File: config.mk
export PLATFORM = sky130hd
export DESIGN_NAME = alu_sweep_controller
export DESIGN_NICKNAME = d
export VERILOG_FILES = /design/src/rtl/alu_sweep_controller.sv
export SDC_FILE = /design/constraint.sdc
export NUM_CORES = 1
export LEC_CHECK = 0
export CAP_MARGIN = 20
export CORE_AREA = 2 2 65 98
export DETAILED_ROUTE_END_ITERATION = 6
export DIE_AREA = 0 0 67 100
export GPL_TIMING_DRIVEN = 1
export HOLD_SLACK_MARGIN = 0.02
export PLACE_DENSITY_LB_ADDON = 0.05
export SYNTH_ARGS = -nofsm -noshare
export SYNTH_HDL_FRONTEND = slang
export SYNTH_SLANG_ARGS = --single-unit
File: constraint.sdc
create_clock -name clk -period 1.9 [get_ports clk]
set_input_delay 0.475 -clock clk [delete_from_list [all_inputs] [get_ports clk]]
set_output_delay 0.475 -clock clk [all_outputs]
set_load 0.01 [all_outputs]
File: src/rtl/alu_sweep_controller.sv
// Sweeps all 1024 {s,b,a} vectors into a golden and a device ALU, compares
// their results, counts mismatches and captures the first failing vector.
module alu_sweep_controller #(
  parameter int unsigned SETTLE_CYCLES = 1,
  parameter bit          STOP_ON_FAIL  = 1'b0
) (
  input  logic        clk,
  input  logic        reset,
  input  logic        start,
  input  logic [3:0]  y_ref,
  input  logic [3:0]  y_dut,
  output logic [3:0]  a,
  output logic [3:0]  b,
  output logic [1:0]  s,
  output logic        busy,
  output logic        done,
  output logic        pass,
  output logic [10:0] fail_count,
  output logic [9:0]  first_fail_vec,
  output logic [3:0]  first_y_ref,
  output logic [3:0]  first_y_dut
);

  typedef enum logic [1:0] {IDLE, RUN, DONE} state_t;

  localparam logic [7:0] DWELL_LAST = 8'(SETTLE_CYCLES - 1);

  state_t      state_q;
  logic [9:0]  vec_q;
  logic [7:0]  dwell_q;
  logic        busy_q, done_q, pass_q;
  logic [10:0] fail_count_q;
  logic [9:0]  first_fail_vec_q;
  logic [3:0]  first_y_ref_q, first_y_dut_q;
  logic        mismatch;

  assign mismatch = (y_ref != y_dut);

  always_ff @(posedge clk) begin
    if (reset) begin
      state_q          <= IDLE;
      vec_q            <= '0;
      dwell_q          <= '0;
      busy_q           <= 1'b0;
      done_q           <= 1'b0;
      pass_q           <= 1'b0;
      fail_count_q     <= '0;
      first_fail_vec_q <= '0;
      first_y_ref_q    <= '0;
      first_y_dut_q    <= '0;
    end else begin
      case (state_q)
        IDLE, DONE: begin
          if (start) begin
            state_q          <= RUN;
            vec_q            <= '0;
            dwell_q          <= '0;
            busy_q           <= 1'b1;
            done_q           <= 1'b0;
            pass_q           <= 1'b0;
            fail_count_q     <= '0;
            first_fail_vec_q <= '0;
            first_y_ref_q    <= '0;
            first_y_dut_q    <= '0;
          end
        end
        RUN: begin
          if (dwell_q != DWELL_LAST) begin
            dwell_q <= dwell_q + 8'd1;
          end else begin
            // Results are only trusted on the last dwell cycle of a vector.
            if (mismatch) begin
              fail_count_q <= fail_count_q + 11'd1;
              if (fail_count_q == 11'd0) begin
                first_fail_vec_q <= vec_q;
                first_y_ref_q    <= y_ref;
                first_y_dut_q    <= y_dut;
              end
            end
            if (vec_q == 10'd1023 || (STOP_ON_FAIL && mismatch)) begin
              state_q <= DONE;
              busy_q  <= 1'b0;
              done_q  <= 1'b1;
              pass_q  <= !mismatch && (fail_count_q == 11'd0);
            end else begin
              vec_q   <= vec_q + 10'd1;
              dwell_q <= '0;
            end
          end
        end
        default: state_q <= IDLE;
      endcase
    end
  end

  assign a              = vec_q[3:0];
  assign b              = vec_q[7:4];
  assign s              = vec_q[9:8];
  assign busy           = busy_q;
  assign done           = done_q;
  assign pass           = pass_q;
  assign fail_count     = fail_count_q;
  assign first_fail_vec = first_fail_vec_q;
  assign first_y_ref    = first_y_ref_q;
  assign first_y_dut    = first_y_dut_q;

endmodule
==> metrics <==
run status complete, but fails checks; failing checks setup timing; RSZ-0062 raised after global routing true; final net count 422; Leak 1.34 nW; Logic pwr share 18.7%; Initial Utilization between 40% and 50%; Root Buffer Master clkbuf_8; via count 2630; post-synthesis simple-gate area fraction between 20 and 30%; Clock Skew 0.00458 ns; post-route setup slack -0.191 ns; power share of the sequential group 50.8%; HPWL Detailed 4750 µm; htree depth 2; Least-Margin Pin Slew 0.390 ns; DRT Wirelength 7070 µm; GRT met2 Usage 39.4%; XOR/XNOR Fraction of Synth Area 1.38%; CTS clk-pin slew, worst paths 0.09 ns; vias in the first global route ~2500; synth top area cells dfxtp_1 41%, a21oi_1 9.6%, nand3_1 5.5%; GR Util met3 3.70%; GRT Util Overall between 20% and 30%; Pre-antenna DRT Iters 4; Max IR drop VDD about 0.48 mV; Clock Path Buffers 2; switching share of power 27.4%; maximum number of pins on one net before global-route repair 30; worst rel slew slack 73.7%; cell taking the most area after synthesis dfxtp_1; IO buf count 52; synthesized area 0.00254 mm²; post-place setup slack -0.228 ns; synthesized area per cell 8.15 µm²; CP endpoint kind flip-flop; Final Slew Violations 0; compound-cell area share of the yosys netlist 21.8%; Hold Fails Final Rpt 0; die width 67 µm; multiplexer share of the synthesized area 1.23%; core area 0.00596 mm²; Arr. time, crit path between 2 and 2.5 ns; Final Instance Area 0.00375 mm²; grt met1 use 25.8%; DRC 0; Ant. Diodes 0; GR peak layer met2; clock sink count 52; Seq/Total Area, Yosys 40.9%; cells on worst reg2reg path 9; most common cell in the netlist dfxtp_1; First DRT Iteration DRCs around 140; depth of the worst hold-timing path 2; cts hold-fix bufs 0; ys flop type dfxtp_1; syn_nets 328; ANT nets after route 0; clk_lat worst skew 0.30 ns; Synth cell types 48; total CTS buffers 5; data required time at the worst endpoint 2.14 ns; Ports 53; grt ovf 0; Psw approximately 0.0006 W; Routability Congestion roughly 0.85; Mapped Cells 312; Synth Register Bits 52; die height 100 µm; largest family of logic cells by synthesized area simple AND/OR/NAND/NOR gates; row cnt 35; Post-synth EDFFs 0; top cell type's share of synthesized area 40.9%; Int Power approximately 0.0016 W; share of cells above drive strength 1 23.3%; vias per inst 5.47; Tcrit/Tclk final 110%; Crit Path Class flip-flop to flip-flop; CP Launch Type flip-flop; final setup vio count 32; Power, Total approximately 0.0022 W; share of flip-flops with an asynchronous set or reset 0%; Post-Synth Adder-Cell Area 2.46%; CTS tree done; Synth-to-Final Area Change 47.6%; Worst Path Max Fanout 5; MaxCap Viol Count 0; Tmin final between 2 and 2.5 ns; Power Dens Cells 585 mW/mm²; die area 0.00670 mm²; average wire per standard cell 14.7 µm; Clock power frac 30.4%; first-pass GRT wire length approximately 12000 µm; Hold WC Path Type flip-flop to flip-flop; antenna violations before repair 0; fmax 478 MHz; Placed Area between 0.003 and 0.004 mm²; synth cell count leaders 52 x dfxtp_1, 49 x a21oi_1, 30 x nand2_1; Ys Warns 0
-- final cells by class --
type / count / area [µm²]
Multi-Input combinational cell: 235 / 1530
Inverter: 6 / 22.5
Fill cell: 548 / 2200
Tap cell: 74 / 92.6
Timing Repair Buffer: 106 / 976
Clock buffer: 8 / 90.1
Sequential cell: 52 / 1040
-- logic make-up after synthesis --
group,after synthesis
AND/OR/NAND/NOR,132
AO/OA/AOI/OAI,90
flip-flops,52
buffers and inverters,26
adder cells (fa/ha/maj),5
XOR/XNOR,4
multiplexers,3
-- cells in the final DEF (no fill, tap or decap), types with 2 or more instances in the layout --
master and count:
nand3_1 24, a21o_1 2, nor2b_1 3, nand2_1 30, o21ai_1 7, nand3_2 4
o21ai_2 2, o211ai_4 2, buf_6 6, or3_1 3, inv_2 2, a21oi_2 6
buf_4 46, a31oi_1 2, nand2b_1 8, nand4_1 3, clkdlybuf4s50_1 51, and3_1 10
dfxtp_1 49, dfxtp_2 3, a41oi_1 3, nor3_1 4, nor2_1 20, inv_1 4
xnor2_1 3, nand3b_1 4, o21ai_0 7, mux2i_1 2, clkbuf_8 6, or4_1 3
a311oi_1 6, or3b_1 4, clkbuf_1 2, ha_1 4, nor4b_1 2, a311oi_2 2
a21oi_1 42, nand4b_1 2
-- flip-flops by register name, summed over array words and instances (netlist names) --
| register | count |
|---|---|
| first_y_ref | 4 |
| dwell_q | 8 |
| done | 1 |
| vec_q | 10 |
| state_q | 2 |
| first_y_dut | 4 |
| fail_count | 11 |
| first_fail_vec | 10 |
| pass | 1 |
| busy | 1 |
-- metrics by stage --
stage	setup TNS, ns	instances	hold WS [ns]	util (%)
after floorplan	-1.25	312	0.468	-
after global placement	-6.41	465	0.438	57.8
after detailed placement	-7.32	465	0.442	57.8
after CTS	-6.28	480	0.454	61.3
after global routing	-7.78	481	0.457	63.0
final	-4.22	481	0.459	63.0
-- power by group through the flow --
stage | Clock, W | Combinational, W | Sequential (W)
floorplan | 0 | 0.000171 | 0.00115
global placement | 0 | 0.000335 | 0.00114
detailed placement | 0 | 0.000337 | 0.00114
CTS | 0.000680 | 0.000399 | 0.00112
global route | 0.000728 | 0.000440 | 0.00112
finish | 0.000668 | 0.000411 | 0.00112
-- layer usage --
| layer | routed length (µm) | vias to the layer above |
|---|---|---|
| li1 | - | 1324 |
| met4 | 63 | 0 |
| met5 | 0 | - |
| met2 | 3730 | 50 |
| met1 | 3050 | 1251 |
| met3 | 229 | 5 |
-- worst max-delay path, stage by stage (launching register included) --
cell      delay [ns]
dfxtp_2         0.33
inv_2           0.06
ha_4            0.12
or4b_4          0.48
o31ai_4         0.20
buf_6           0.16
buf_6           0.10
o211ai_4        0.09
or4_1           0.41
o21ai_1         0.08
-- path summary, 6_finish.rpt --
| kind | slack (ns) | start | endpoint |
|---|---|---|---|
| setup / recovery | -0.19 | dwell_q[0]$_SDFFE_PP0P_ | fail_count[10]$_SDFFE_PP0P_ |
| hold / removal | 0.46 | first_fail_vec[8]$_SDFFE_PP0P_ | first_fail_vec[8]$_SDFFE_PP0P_ |
| setup reg to reg | -0.19 | dwell_q[0]$_SDFFE_PP0P_ | fail_count[10]$_SDFFE_PP0P_ |
| hold reg to reg | 0.46 | first_fail_vec[8]$_SDFFE_PP0P_ | first_fail_vec[8]$_SDFFE_PP0P_ |
-- timing repair --
item | in CTS | in global routing
pin swaps | 17 | 19
gates cloned | 3 | 0
gates resized for setup | 21 | 19
setup buffers | 5 | 2
setup endpoints to repair | 36 | 42
No activity file was read; power rests on OpenSTA's default activity.
